==> config.mk <==
export PLATFORM = sky130hd
export DESIGN_NAME = uart_rx_fsm
export DESIGN_NICKNAME = d
export VERILOG_FILES = /design/src/rtl/uart_rx_pkg.sv /design/src/rtl/uart_rx_data_sampling.sv /design/src/rtl/uart_rx_fsm.sv
export SDC_FILE = /design/constraint.sdc
export NUM_CORES = 1
export LEC_CHECK = 0
export CAP_MARGIN = 20
export CORE_UTILIZATION = 53
export CTS_BUF_LIST = sky130_fd_sc_hd__clkbuf_4
export DETAILED_ROUTE_END_ITERATION = 10
export PLACE_DENSITY_LB_ADDON = 0.12
export REMOVE_ABC_BUFFERS = 1
export SETUP_SLACK_MARGIN = 0.3
export SKIP_LAST_GASP = 1
export SLEW_MARGIN = 20
export SYNTH_ARGS = -nofsm -noshare
export SYNTH_HDL_FRONTEND = slang
export SYNTH_SLANG_ARGS = --single-unit
==> constraint.sdc <==
create_clock -name Clk -period 1.9 [get_ports Clk]
set_input_delay 0.38 -clock Clk [delete_from_list [all_inputs] [get_ports Clk]]
set_output_delay 0.38 -clock Clk [all_outputs]
set_load 0.005 [all_outputs]
==> src/rtl/uart_rx_pkg.sv <==
// uart_rx_pkg: shared states, frame constants and sample-point helper for the UART receiver.
package uart_rx_pkg;
  typedef enum logic [2:0] {IDLE, START, DATA, PARITY, STOP} state_t;
  localparam logic PARITY_EVEN = 1'b0;
  localparam logic PARITY_ODD = 1'b1;
  localparam int DATA_WIDTH = 8;
  localparam int SAMPLE_OFS0 = -2;
  localparam int SAMPLE_OFS1 = -1;
  localparam int SAMPLE_OFS2 = 0;
  localparam int DP_OFS = 1;
  function automatic logic [2:0] edge_at(input logic [3:0] prescale, input int ofs);
    return 3'(int'(prescale >> 1) + ofs);
  endfunction
endpackage

==> src/rtl/uart_rx_data_sampling.sv <==
// uart_rx_data_sampling: three oversamples around mid-bit, majority registered on the last tap.
module uart_rx_data_sampling
  import uart_rx_pkg::*;
(
  input  logic       Clk,
  input  logic       Rst,
  input  logic       RX_IN,
  input  logic [3:0] Prescale,
  input  logic [2:0] Edge_count,
  input  logic       Enable,
  output logic       sampled_bit
);
  logic [1:0] r_taps;
  logic       w_s0, w_s1, w_s2;
  assign w_s0 = Enable && (Edge_count == edge_at(Prescale, SAMPLE_OFS0));
  assign w_s1 = Enable && (Edge_count == edge_at(Prescale, SAMPLE_OFS1));
  assign w_s2 = Enable && (Edge_count == edge_at(Prescale, SAMPLE_OFS2));
  // third tap votes straight from the line so the result is ready at the decision point
  always_ff @(posedge Clk or negedge Rst) begin
    if (!Rst) begin
      r_taps      <= '0;
      sampled_bit <= 1'b0;
    end else begin
      if (w_s0) r_taps[0] <= RX_IN;
      if (w_s1) r_taps[1] <= RX_IN;
      if (w_s2) sampled_bit <= (r_taps[0] & r_taps[1]) | (r_taps[0] & RX_IN) | (r_taps[1] & RX_IN);
    end
  end
endmodule

==> src/rtl/uart_rx_fsm.sv <==
// uart_rx_fsm: UART receive controller; frames start/data/parity/stop and checks the byte.
module uart_rx_fsm
  import uart_rx_pkg::*;
(
  input  logic                  Clk,
  input  logic                  Rst,
  input  logic                  RX_IN,
  input  logic [3:0]            Prescale,
  input  logic                  Parity_EN,
  input  logic                  Parity_TYP,
  input  logic [2:0]            Edge_count,
  input  logic [3:0]            Bit_count,
  output logic                  Enable,
  output logic [DATA_WIDTH-1:0] P_DATA,
  output logic                  Data_Valid,
  output logic                  Parity_Error,
  output logic                  Stop_Error
);
  state_t                r_state, w_next;
  logic [DATA_WIDTH-1:0] r_shift;
  logic                  w_sampled, w_dp, w_eb;
  assign Enable = (r_state != IDLE);
  assign w_dp   = (Edge_count == edge_at(Prescale, DP_OFS));
  assign w_eb   = (Edge_count == 3'(Prescale - 4'd1));
  uart_rx_data_sampling u_sampling (
    .Clk        (Clk),
    .Rst        (Rst),
    .RX_IN      (RX_IN),
    .Prescale   (Prescale),
    .Edge_count (Edge_count),
    .Enable     (Enable),
    .sampled_bit(w_sampled)
  );
  always_ff @(posedge Clk or negedge Rst) begin
    if (!Rst) r_state <= IDLE;
    else      r_state <= w_next;
  end
  always_comb begin
    w_next = r_state;
    case (r_state)
      IDLE:    w_next = RX_IN ? IDLE : START;
      START:   w_next = !w_eb ? START : (w_sampled ? IDLE : DATA);
      DATA:    w_next = (w_eb && Bit_count == 4'd8) ? (Parity_EN ? PARITY : STOP) : DATA;
      PARITY:  w_next = w_eb ? STOP : PARITY;
      STOP:    w_next = w_eb ? IDLE : STOP;
      default: w_next = IDLE;
    endcase
  end
  // with Prescale=4 the decision point coincides with end of bit, so the stop check reads the vote directly
  always_ff @(posedge Clk or negedge Rst) begin
    if (!Rst) begin
      r_shift      <= '0;
      P_DATA       <= '0;
      Data_Valid   <= 1'b0;
      Parity_Error <= 1'b0;
      Stop_Error   <= 1'b0;
    end else begin
      Data_Valid <= 1'b0;
      if (r_state == IDLE && !RX_IN) begin
        Parity_Error <= 1'b0;
        Stop_Error   <= 1'b0;
      end
      if (r_state == DATA && w_dp) r_shift <= {w_sampled, r_shift[DATA_WIDTH-1:1]};
      if (r_state == PARITY && w_dp) Parity_Error <= w_sampled ^ (^r_shift) ^ (Parity_TYP == PARITY_ODD);
      if (r_state == STOP && w_dp) Stop_Error <= ~w_sampled;
      if (r_state == STOP && w_eb && w_sampled && !Parity_Error) begin
        P_DATA     <= r_shift;
        Data_Valid <= 1'b1;
      end
    end
  end
endmodule
## After elaboration in Yosys (flattened, before gate mapping)

Cells that the tools add are included.

| cells by class | value |
|---|---|
| reduce and logical (&&, ||, !) cells | 18 |
| $add $sub $neg | 4 |
| mux-type cells | 12 |
| eq/ne operators | 10 |
| bitwise logic cells | 8 |

Operator list:

| kind | number |
|---|---|
| $eq A3 B3 Y1 | 5 |
| $pmux W3 S5 | 1 |
| $mux W3 | 4 |
| $logic_and A1 B1 Y1 | 11 |
| $reduce_xor A8 Y1 | 1 |
| $add A3 B1 Y3 const B | 2 |
| $eq A3 B2 Y1 const B | 2 |
| $mux W1 | 5 |
| $eq A4 B4 Y1 const B | 1 |
| $mux W2 | 2 |
| $reduce_bool A2 Y1 | 2 |
| $add A3 B2 Y3 const B | 1 |
| $and A1 B1 Y1 | 3 |
| $eq A3 B1 Y1 const B | 1 |
| $eq A3 B3 Y1 const B | 1 |
| $logic_not A3 Y1 | 1 |
| $reduce_bool A3 Y1 | 1 |
| $sub A3 B1 Y3 const B | 1 |
| $logic_not A1 Y1 | 2 |
| $or A1 B1 Y1 | 2 |
| $xor A1 B1 Y1 | 2 |
| $not A1 Y1 | 1 |

| storage, ports and cells | value |
|---|---|
| register bits | 25 |
| logic and storage cells | 61 |
| input port bits | 16 |
| output and inout port bits | 12 |

## Longest topological paths before layout

Gate-level depths: netlist (run 1).

| logic depth | value |
|---|---|
| depth after elaboration | 6 |
| mapped depth | 7 |
| mapped depth without buffers | 6 |

## Hierarchy

From an unflattened synthesis (run 1), not the netlist that was laid out.

| second synthesis, totals | value |
|---|---|
| cells, all modules | 108 |
| area total of the unflattened synthesis | 1377.6 µm² |

By module, submodules not included:

| module | cells an instance | times used | area an instance (µm²) |
|---|---|---|---|
| uart_rx_fsm | 85 | 1 | 1142.3 |
| uart_rx_data_sampling | 23 | 1 | 235.2 |

## Least setup slack after synthesis (run 1)

No wires, ideal clock.

| timing | value |
|---|---|
| kind | input to register |
| start | input Prescale[1] |
| end | register P_DATA[0] |
| stages on the path | 6 |
| setup slack | -99 ps |
| data required time | 1775 ps |
| arrival time | 1875 ps |
| setup time | 125 ps |
| cell sequence | inv_1 ha_1 xor2_1 nand3_4 nor4_4 mux2_2 |

| between the ends | value |
|---|---|
| longest elaborated chain between the ends | 5 |

Ends and longest elaborated chain:

| item | line | RTL |
|---|---|---|
| start: declaration | uart_rx_fsm.sv:8 | `input logic [3:0] Prescale,` |
| $sub A3 B1 Y3 | uart_rx_fsm.sv:24 | `assign w_eb = (Edge_count == 3'(Prescale - 4'd1));` |
| $eq A3 B3 Y1 | uart_rx_fsm.sv:24 |  |
| $logic_and A1 B1 Y1 (3 in a row) | uart_rx_fsm.sv:66 | `if (r_state == STOP && w_eb && w_sampled && !Parity_Error) begin` |
| end signal: assignment | uart_rx_fsm.sv:67 | `P_DATA <= r_shift;` |
| end: declaration | uart_rx_fsm.sv:14 | `output logic [DATA_WIDTH-1:0] P_DATA,` |

Every way passes these cells.
A chain may end at the register's enable or synchronous reset.

## Final worst setup path (run 1)

| timing | value |
|---|---|
| start | register r_state[1] |
| end | register P_DATA[5] |

| between the ends | value |
|---|---|
| longest elaborated chain between the ends | 4 |

Ends and longest elaborated chain:

| item | line | RTL |
|---|---|---|
| start: declaration | uart_rx_fsm.sv:19 | `state_t r_state, w_next;` |
| start signal: assignment | uart_rx_fsm.sv:36 | `else r_state <= w_next;` |
| $eq A3 B3 Y1 | uart_rx_fsm.sv:66 |  |
| $logic_and A1 B1 Y1 (3 in a row) | uart_rx_fsm.sv:66 |  |

Every way passes these cells.

==> results of run 1 <==
repair_timing:
action	in CTS	in global routing
hold endpoints to repair	0	0
pin swaps	7	8
setup buffers	11	12
setup endpoints to repair	26	29
resized for setup	51	29
gates cloned	1	0
per-layer routing:
metal,global-route usage [%],wire length [um],vias up
met5,0,0,-
met1,37.8,1830,630
met4,13.6,334,0
met3,4.02,330,33
li1,-,-,552
met2,52.5,2420,76
layout make-up:
class | count | area, um^2
Multi-Input combinational cell | 82 | 888
Sequential cell | 25 | 628
Timing Repair Buffer | 68 | 607
Fill cell | 97 | 258
Tap cell | 30 | 37.5
Inverter | 7 | 28.8
Clock buffer | 3 | 22.5
Clock inverter | 1 | 7.51
cells in the mapped netlist:
library cell and number:
a21oi_1 6, and2_1 1, and3_2 1, and4_1 1, buf_2 2, dfrtp_1 25
ha_1 3, inv_1 7, maj3_1 1, mux2_2 16, mux2i_1 1, nand2_1 3
nand2b_1 3, nand3_1 2, nand3_4 1, nand4_1 1, nor2_1 4, nor2b_1 1
nor3_1 2, nor4_1 3, nor4_4 1, nor4b_1 1, o211ai_1 1, o21ai_0 6
o221ai_1 1, o2bb2ai_1 1, o31ai_1 2, or4_2 1, xnor2_1 9, xnor3_1 1
xnor3_2 1, xnor3_4 1, xor2_1 6
final timing paths:
path                                  from  slack [ps]         end
max in group asynchronous              Rst        1230  r_state[1]
worst min register to register   P_DATA[1]         530   P_DATA[1]
worst min-delay path                   Rst         410   P_DATA[6]
worst max register to register  r_state[1]         170   P_DATA[5]
worst max-delay path            r_state[1]         170   P_DATA[5]
min in group Clk                 P_DATA[1]         530   P_DATA[1]
sequential cells by signal, summed over array words and instances (netlist names):
signal / flops
u_sampling.sampled_bit: 1
r_shift: 8
u_sampling.r_taps: 2
r_state: 3
Parity_Error: 1
Stop_Error: 1
P_DATA: 8
Data_Valid: 1
worst max-delay path, delay by kind of cell, from the launching register on:
| kind | cells | cell delay, ps |
|---|---|---|
| simple gates | 3 | 470 |
| buf+inv | 2 | 360 |
| mux | 1 | 320 |
| flops | 1 | 480 |
power by group through the flow:
stage | registers [uW] | clock network (uW) | logic, uW
after floorplan | 688 | 0 | 320
after global placement | 708 | 0 | 506
after detailed placement | 713 | 0 | 524
after CTS | 691 | 253 | 744
after global routing | 711 | 287 | 989
final | 706 | 270 | 949
through the flow:
step	area, um^2	hold slack, ps	instances	TNS [ps]	setup WS, ps
finish	2220	405	216	0	173
global route	2220	434	216	0	146
CTS	2030	405	204	0	259
detailed placement	1800	495	188	-11180	-654
global placement	1800	489	188	-10010	-557
floorplan	1370	84.4	114	-794	-99.2
logic make-up after synthesis:
kind of cell / Yosys count / synth area share (%)
XOR/XNOR: 18 / 14.8
buffers and inverters: 9 / 2.63
AO/OA/AOI/OAI: 17 / 7.26
multiplexers: 17 / 13.8
AND/OR/NAND/NOR: 26 / 12.7
flip-flops: 25 / 45.4
adder cells (fa/ha/maj): 4 / 3.45
==> reports/qor.yml, run 1 <==
gp_congestion: 0.802
gr-total-overflow: 0
ios: 28
path_cells: "buf_6 -> nor2_4 -> nand2_2 -> nor4_4 -> buf_4 -> mux2_4"
dr.pass1.iters: 4
core_um2: 2480
total_power_uw: 1930
skew_ps: 6.16
track_usage_pct: 30.6
seqPwrFrac_pct: 36.7
grt_first_pass_wirelength_um: 5860
ys_seq_area_share_pct: 45.4
fin_crit_sh_pct: 90.9
maxCapViolations: 0
num_vias: 1291
slew_viol_final: 0
cp-start-kind: "flop"
portBuffers: 27
fmax_mhz: 579
worst_pin_slew_ps: 399
pwr-share-clk_pct: 14.0
clockBufferDepth: 2
grt_max_degree: 26
synth_seq_cells: 25
clock-sinks: 25
synth.avg_cell_area_um2: 11.9
status: "completed"
drtIter0Drc: 45
fin_nets: 206
cts_tree: "built"
yosys.area.top_type: "dfrtp_1"
ant_nets: 0
routedWlPerCell_um: 22.8
num_rows: 18
dieArea_um2: 2810
n_antenna_cell: 0
synth.top_cell.area_share_pct: 45.4
crit_path_max_incr_delay_ps: 480
holdBufCountCts: 0
drc: 0
netlist-cell-type-count: 33
grt_pass1_vias: 1170
crit_fanout: 4
required_ps: 2150
p_int_uw: 1180
drive_above_1_share_pct: 49.5
root_buffer: "clkbuf_4"
numCtsBuffers: 3
worst_path_max_delay_cell: "dfrtp_2"
wirelength_um: 4910
swShare_pct: 38.7
arrival_ps: 1970
critPathKind: "reg -> reg"
htree_levels: 1
layout_common_cells: "38 x buf_4, 23 x dfrtp_1, 15 x mux2_4"
ys_top_cells_by_area: "dfrtp_1 45%, mux2_2 13%, xnor2_1 5.7%, xor2_1 3.8%, ha_1 2.7%"
power.switching_uw: 746
start_util_pct: 55.7
finalSetupViolations: 0
power_frac_comb_pct: 49.3
finalCriticalPeriod_ps: 1730
yosysWarnings: 0
syn_area_um2: 1380
synthCells: 116
hold_viol: 0
rr_worst_depth: 6
antenna_found_initial: 0
ir_drop_uv: 765
die_w_um: 53.0
layout.cells.most_common: "buf_4"
clock_latency_ps: 340
worst_setup_path_end_kind: "flop"
relSlewSlack_pct: 73.0
fin_util_pct: 89.6
clkTransAtPathRegs_ps: 160
leakage_uw: 0.00124
p_per_area_nw_per_um2: 867
area_delta_synth_final_pct: 61.0
fp.dieH_um: 53.0
dp_hpwl_um: 2140
rsz0062_at_grt: "yes"
min_path_type: "in -> async"
via_per_inst: 5.98
No activity file was read; power rests on OpenSTA's default activity.
==> run 2: changes to the inputs <==
--- a/config.mk
+++ b/config.mk
@@ -6,8 +6,7 @@
 export NUM_CORES = 1
 export LEC_CHECK = 0
 export CAP_MARGIN = 20
-export CORE_UTILIZATION = 53
-export CTS_BUF_LIST = sky130_fd_sc_hd__clkbuf_4
+export CORE_UTILIZATION = 50
 export DETAILED_ROUTE_END_ITERATION = 10
 export PLACE_DENSITY_LB_ADDON = 0.12
 export REMOVE_ABC_BUFFERS = 1
==> reports/qor.yml, run 2 (synthesis results as in run 1) <==
power.switching_uw: 608  # -18%
ant_nets: 0  # unchanged
wirelength_um: 3680  # -25%
via_per_inst: 5.59  # -6.4%
crit_fanout: 7  # +3
clock-sinks: 25  # unchanged
reg_top3: "P_DATA: 8 flops, r_shift: 8 flops, r_state: 3 flops"
fmax_mhz: 612  # +5.7%
routedWlPerCell_um: 18.0  # -21%
total_power_uw: 1700  # -12%
die_w_um: 54.5  # +2.8%
worst_setup_path_end_kind: "flop"
htree_levels: 1  # unchanged
drive_above_1_share_pct: 43.7  # -5.8 points
cts_tree: "built"
skew_ps: 11.9  # +5.75 ps
ir_drop_uv: 886  # +16%
multi_input_area_um2: 871  # -2.0%
track_usage_pct: 26.7  # -3.8 points
relSlewSlack_pct: 78.9  # +5.9 points
core_um2: 2540  # +2.7%
drc: 0  # unchanged
worst_pin_slew_ps: 312  # -86.8 ps
num_rows: 18  # unchanged
clockBufferDepth: 2  # unchanged
num-fill-cells: 142  # +46%
fin_crit_sh_pct: 86.0  # -4.9 points
layout_common_cells: "25 x buf_4, 23 x dfrtp_1, 15 x mux2_4"
stdcell_area_um2: 2130  # -4.2%
n_antenna_cell: 0  # unchanged
antenna_found_initial: 0  # unchanged
seqPwrFrac_pct: 42.3  # +5.6 points
finalSetupViolations: 0  # unchanged
gp_congestion: 0.793  # -1.1%
tns_ps: 0  # unchanged
dr.pass1.iters: 4  # unchanged
regArea_um2: 628  # unchanged
pwr-share-clk_pct: 14.4  # +0.4 points
slew_viol_final: 0  # unchanged
num_vias: 1141  # -12%
layout.cells.most_common: "buf_4"
dieArea_um2: 2970  # +5.8%
p_int_uw: 1090  # -7.8%
dp_hpwl_um: 2190  # +2.4%
dpl-instance-area_um2: 1800  # -0.42%
grt_max_degree: 26  # unchanged
clock_latency_ps: 330  # about the same
timing.critical_path.buf_inv: 1  # -1
drtIter0Drc: 29  # -36%
root_buffer: "clkbuf_4"
grt_first_pass_wirelength_um: 5350  # -8.6%
fp.dieH_um: 54.5  # +2.8%
area_delta_synth_final_pct: 54.3
start_util_pct: 54.2  # -1.5 points
required_ps: 2160  # about the same
gr-total-overflow: 0  # unchanged
p_per_area_nw_per_um2: 797  # -8.1%
swShare_pct: 35.9  # -2.9 points
finalCriticalPeriod_ps: 1630  # -93.0 ps
grt_pass1_vias: 1155  # -1.3%
clkTransAtPathRegs_ps: 140  # -20 ps
cp-start-kind: "flop"
place_ws_ps: -624  # +29.8 ps
portBuffers: 27  # unchanged
fin_nets: 194  # -5.8%
min_path_type: "in -> async"
leakage_uw: 0.00118  # -5.0%
arrival_ps: 1890  # -80 ps
maxCapViolations: 0  # unchanged
power_frac_comb_pct: 43.2  # -6.1 points
path_cells: "inv_1 -> or4_2 -> a21oi_1"
fin_util_pct: 83.6  # -6.0 points
worst_path_max_delay_cell: "or4_2"
hold_viol: 0  # unchanged
status: "completed"
ios: 28  # unchanged
cp_top_family: "simple AND/OR/NAND/NOR gates"
rsz0062_at_grt: "yes"
worst_slack_ps: 266  # +93.0 ps
crit_path_max_incr_delay_ps: 670  # +190 ps
critPathKind: "reg -> reg"
numCtsBuffers: 3  # unchanged
-- run 2: power groups by stage --
stage	Combinational, uW	Clock, uW	Sequential [uW]
floorplan	320	0	688
global placement	505	0	710
detailed placement	525	0	715
CTS	678	242	710
global route	781	275	723
finish	733	245	718
-- run 2: metrics by stage --
stage	std cells	hold slack, ps
global placement	187	488
global route	204	414
CTS	199	414
detailed placement	187	496
finish	204	393
floorplan	114	84.4
-- run 2: timing repair --
action                                  4_1_cts  5_1_grt
endpoints found under the setup margin       25       28
buffers inserted                              7        5
cloned                                        1        0
pin swaps                                    10        5
gates resized for setup                      60       28
hold buffers                                  0        0
-- run 2: final timing paths --
| path | startpoint | to | slack [ps] | depth (start not counted) |
|---|---|---|---|---|
| hold reg to reg | P_DATA[4] | P_DATA[4] | 530 | 1 |
| setup / recovery | r_state[0] | r_state[1] | 270 | 3 |
| min in group Clk | Prescale[2] | u_sampling.r_taps[0] | 500 | 4 |
| hold / removal | Rst | P_DATA[7] | 390 | 2 |
| setup reg to reg | r_state[0] | r_state[1] | 270 | 3 |
| max in group asynchronous | Rst | r_state[0] | 1260 | 2 |
-- run 2: layout make-up --
type | count | share of cell area (%)
multi-input combinational | 82 | 40.9
timing repair buffer | 56 | 24.8
clock buffer | 4 | 1.24
tap | 30 | 1.76
sequential | 25 | 29.5
inverter | 7 | 1.71
-- run 2: metal layers --
metal / global-route usage [%] / vias to the layer above / wire (um)
li1: - / 531 / -
met1: 30.9 / 567 / 1460
met2: 46.7 / 37 / 1980
met3: 7.50 / 6 / 194
met4: 9.83 / 0 / 41
met5: 0 / - / 0
==> RTL change 1, RTL diff (flow settings as in run 2) <==
The package constant `DATA_WIDTH` goes from 8 to 10.
--- a/src/rtl/uart_rx_pkg.sv
+++ b/src/rtl/uart_rx_pkg.sv
@@ -4,5 +4,5 @@
   localparam logic PARITY_EVEN = 1'b0;
   localparam logic PARITY_ODD = 1'b1;
-  localparam int DATA_WIDTH = 8;
+  localparam int DATA_WIDTH = 10;
   localparam int SAMPLE_OFS0 = -2;
   localparam int SAMPLE_OFS1 = -1;
Interface: changed (resized P_DATA); port bits go from 28 to 30. The function was not compared with the original's and may differ.
==> RTL change 1 against run 2 <==
Synthesized area up 13%. Wire length down 5.1%. Via count up 3.0%. Sequential cell count up 4. Fmax down 7.7%. Sequential power up 8.5%. Non-clock buffer count up 3. Synthesized cell count up 6.9%. Final area up 9.5%. Count of clock-buffer cells in the layout up 3. Global-route usage down 3.8 points. Worst setup slack worse by 0.14 ns. The flow now finishes with violations (design-rule violations). Power up 8.7%. Register-to-register slack worse by 0.08 ns.
==> RTL change 1: results (changes against run 2) <==
[power_and_ir_drop]
pg_comb_mw=0.708  ; -3.4%
peakVddDrop_mv=0.546  ; -38%
p_total_mw=1.84  ; +8.7%
powerSeq_mw=0.779  ; +8.5%
p_leak_nw=1.10  ; -6.6%

[detailed_routing]
drt_iter0_drc=17  ; -41%
drc_errors=1  ; +1
drt_wl_total_um=3490  ; -5.1%
vias=1175  ; +3.0%
wl_met3_um=120  ; -38%
firstDrtPassIters=9  ; +5
wl_met2_um=1760  ; -11%

[clocking]
htreeDepth=2  ; +1
cts_setup_buffers=5  ; -2
ctsResizeCount=52  ; -13%
clk_latency_ns=0.31  ; -0.02 ns
cts_root_buf=clkbuf_4
path_clk_slew_ns=0.08  ; -0.06 ns
cts_buffers=5  ; +2

[timing]
clock-skew-final_ns=0.0106  ; -0.00127 ns
hold_ws_ns=0.373  ; -0.0203 ns
maxSlewHeadroom_pct=74.7  ; -4.2 points
fin_crit_ns=1.77  ; +0.136 ns

[place]
pre_cts_ws_ns=-0.639  ; -0.0149 ns
dp_hpwl_um=2210  ; +0.91%
placed_area_mm2=0.00202  ; +13%
placed_cells=199  ; +6.4%
finalWeightedCongestion=0.892  ; +12%

[setup_path]
r2r_cells=7  ; +4
r2r_slack_ns=0.19  ; -0.08 ns
cp_slowest_stage_delay_ns=0.29  ; -0.38 ns
critPathSlowestCell=nor4_4
criticalPathCategory=input pin to register
crit_path_max_fanout=5  ; -2
timing.critical_path.from=Prescale[1]
cp_top_family=buffers and inverters
reg2reg_to=P_DATA[6]

[grt]
grt_use_met3_pct=4.91  ; -2.6 points
grt_util_met1_pct=31.7  ; +0.85 points
grt_pass1_wl_um=5720  ; +6.8%
grt_util_all_layers_pct=22.9  ; -3.8 points
grt_max_degree=30  ; +15%
grt_pass1_vias=1261  ; +9.2%

[hold_path]
hp-class=input pin to register
hold_start=Prescale[2]

[synth]
synthTopCellsByCount=dfrtp_1 (29), mux2_2 (21), xnor2_1 (10), xor2_1 (7)
yosysSeqAreaShare_pct=46.5  ; +1.2 points
synthTopCellsByArea=dfrtp_1 (47%), mux2_2 (15%), xnor2_1 (5.6%)
synthCells=124  ; +6.9%

[layout]
n_fill_cell=167  ; +18%
drive_gt1_share_pct=43.0  ; -0.67 points
fin_nets=205  ; +5.7%
top_regs=P_DATA (10), r_shift (10), r_state (3)

[run_status]
status=finished, violations left
violations=design-rule violations

==> RTL change 1: cell count changes after synthesis, moves of 2 or more <==
cell / run 2 / this run
nor3_1: 2 / 0
o21ai_0: 6 / 4
a21oi_1: 6 / 3
nand2b_1: 3 / 1
buf_6: 0 / 2
inv_1: 7 / 5
o31ai_1: 2 / 0
dfrtp_1: 25 / 29
mux2_2: 16 / 21
nor4_1: 3 / 0
==> RTL change 1: cell type report <==
cell class                      instances  area [µm²]  share of cell area (%)
Tap cell                               31        38.8                    1.66
Timing Repair Buffer                   59         582                    25.0
Multi-Input combinational cell         86         902                    38.7
Inverter                                5        26.3                    1.13
Sequential cell                        29         726                    31.1
Clock buffer                            7        55.1                    2.36
==> RTL change 1: logic make-up after synthesis <==
family / count (synthesis) / share of synthesized area, %
DFF: 29 / 46.5
buffers and inverters: 9 / 3.21
adders and majority gates: 4 / 3.05
and+or+nand+nor: 25 / 10.8
muxes: 23 / 16.5
xor gates and xnor gates: 20 / 14.0
AOI/OAI and AO/OA: 14 / 5.94
==> RTL change 2, RTL diff (config.mk and constraints of run 2) <==
Without the edit above. Encoding of `state_t`: now one-hot (5 bits for 5 states).
--- a/src/rtl/uart_rx_pkg.sv
+++ b/src/rtl/uart_rx_pkg.sv
@@ -1,5 +1,5 @@
 // uart_rx_pkg: shared states, frame constants and sample-point helper for the UART receiver.
 package uart_rx_pkg;
-  typedef enum logic [2:0] {IDLE, START, DATA, PARITY, STOP} state_t;
+  typedef enum logic [4:0] {IDLE = 5'b00001, START = 5'b00010, DATA = 5'b00100, PARITY = 5'b01000, STOP = 5'b10000} state_t;
   localparam logic PARITY_EVEN = 1'b0;
   localparam logic PARITY_ODD = 1'b1;
Function: same outputs for any inputs over 10 cycles, from zero or initial values and one cycle with Rst low; not proved beyond that.
==> RTL change 2 against run 2 <==
Sequential cell count is 2 higher. Clock power rose by 7%. Wire length increased by 5.3%. Power fell by 7.5%. Worst setup slack got worse by 0.16 ns. Largest cell class unchanged. Via count grew 9.4%. Synthesized area up 6.7%. Utilization shrank 2.0 points. Final area increased by 6.6%.
==> RTL change 2: results (changes against run 2) <==
[run_status]
status=complete, no violations

[setup_path]
crit_arrival_ns=1.41  ; -0.48 ns
criticalPathCategory=register to output pin
crit_path_max_fanout=3  ; -4
r2r_cells=7  ; +4
rr_startpoint=r_state[0]
r2r_slack_ns=0.16  ; -0.11 ns
reg2reg_to=u_sampling.r_taps[0]
crit_end=Enable

[grt]
grt_pass1_wl_um=5650  ; +5.5%
met2_usage_pct=38.3  ; -8.5 points
antenna_found_initial=0  ; unchanged
grt_use_met3_pct=3.02  ; -4.5 points
grt_pass1_vias=1213  ; +5.0%
grt_max_degree=28  ; +7.7%
grt_util_all_layers_pct=23.6  ; -3.1 points
grt_util_met1_pct=31.5  ; +0.64 points

[power_and_ir_drop]
p_leak_nw=1.19  ; +1.1%
peakVddDrop_mv=0.689  ; -22%

[synth]
yosysSeqAreaShare_pct=46.0  ; +0.63 points
synthTopCellsByArea=dfrtp_1 (44%), mux2_2 (14%), xnor2_1 (4.8%)
synth.distinct_cells=38  ; +15%
synthTopCellsByCount=dfrtp_1 (26), mux2_2 (18), xnor2_1 (8), inv_1 (7), xor2_1 (6)
synthCells=123  ; +6.0%
synth-async-reset-ratio_pct=100  ; unchanged
ys_warn_count=0  ; unchanged

[clocking]
clk_latency_ns=0.33  ; about the same
cts_buffers=3  ; unchanged
htreeDepth=1  ; unchanged
cts_root_buf=clkbuf_4
path_clk_slew_ns=0.15
ctsLongestPathBuffers=2  ; unchanged

[place]
finalWeightedCongestion=0.856  ; +7.9%
dp_hpwl_um=2460  ; +12%
placed_area_mm2=0.00196  ; +9.0%
pre_cts_ws_ns=-0.452  ; +0.173 ns
port_buffers=27  ; unchanged
placed_cells=201  ; +7.5%

[timing]
maxSlewHeadroom_pct=75.0  ; -4.0 points
clock-skew-final_ns=0.00231  ; -0.00960 ns
post-route-period-util_pct=94.3  ; +8.4 points

[layout]
top_regs=P_DATA (8), r_shift (8), r_state (5)
fin_nets=211  ; +8.8%
final-instance-count-excl-fill=222  ; +8.8%
drive_gt1_share_pct=45.0  ; +1.3 points
diodes=0  ; unchanged

[detailed_routing]
drt_wl_total_um=3870  ; +5.3%
drt_iter0_drc=33  ; +14%
vias_per_cell=5.62  ; +0.51%
firstDrtPassIters=4  ; unchanged

[hold_path]
hp-class=input pin to asynchronous set/reset pin

[RTL change 2: where the power goes]
part | switching (mW) | total (mW) | leakage, nW | internal (mW)
Clock | 0.182 | 0.263 | 0.0139 | 0.0808
Combinational | 0.294 | 0.613 | 0.814 | 0.318
Sequential | 0.0599 | 0.693 | 0.364 | 0.633
[RTL change 2: kinds of logic (layout without fill, tap and decap cells)]
| family | Yosys count | after routing | share of synthesized area (%) |
|---|---|---|---|
| AND/OR/NAND/NOR | 31 | 31 | 12.8 |
| flip-flops | 27 | 27 | 46.0 |
| AO/OA/AOI/OAI | 18 | 18 | 9.10 |
| multiplexers | 18 | 18 | 13.8 |
| XOR/XNOR | 17 | 17 | 12.9 |
| buffers and inverters | 8 | 76 | 2.13 |
| adder cells (fa/ha/maj) | 4 | 4 | 3.23 |
[RTL change 2: cell type report]
cell class	count	area, µm²
Clock buffer	3	22.5
Clock inverter	1	7.51
Fill cell	161	513
Inverter	7	26.3
Multi-Input combinational cell	88	905
Sequential cell	27	677
Tap cell	31	38.8
Timing Repair Buffer	65	592
[RTL change 2: routing by layer]
layer	up-vias	routed length, µm
met1	622	1580
li1	589	-
met3	10	102
met4	0	94
met2	27	2090
met5	-	0
[RTL change 2: what timing repair did]
action / in CTS / in global routing
pin swaps: 12 / 7
resized for setup: 45 / 32
setup endpoints to repair: 31 / 33
setup buffers: 9 / 8
[RTL change 2: critical path, stage by stage, from the launching register on]
cell and delay (ns):
dfstp_2 0.56, nand2b_1 0.07, nor4_2 0.14, buf_4 0.17, inv_2 0.04, buf_6 0.10
[RTL change 2: how the worst min path moves through the flow]
| stage | start | endpoint | slack [ns] | depth (start not counted) |
|---|---|---|---|---|
| finish | Rst | r_state[1] | 0.40 | 2 |
| detailed placement | P_DATA[4] | P_DATA[4] | 0.49 | 1 |
| global route | Rst | P_DATA[6] | 0.42 | 2 |
| CTS | Rst | r_state[1] | 0.40 | 2 |
| floorplan | Rst | Data_Valid | 0.08 | 0 |
| global placement | P_DATA[4] | P_DATA[4] | 0.49 | 1 |
[RTL change 2: stage by stage]
| step | utilization, % | power [mW] |
|---|---|---|
| final | 81.6 | 1.57 |
| after global routing | 81.6 | 1.67 |
| after CTS | 75.2 | 1.48 |
| after detailed placement | 70.4 | 1.20 |
| after global placement | 70.4 | 1.18 |
| after floorplan | - | 0.951 |
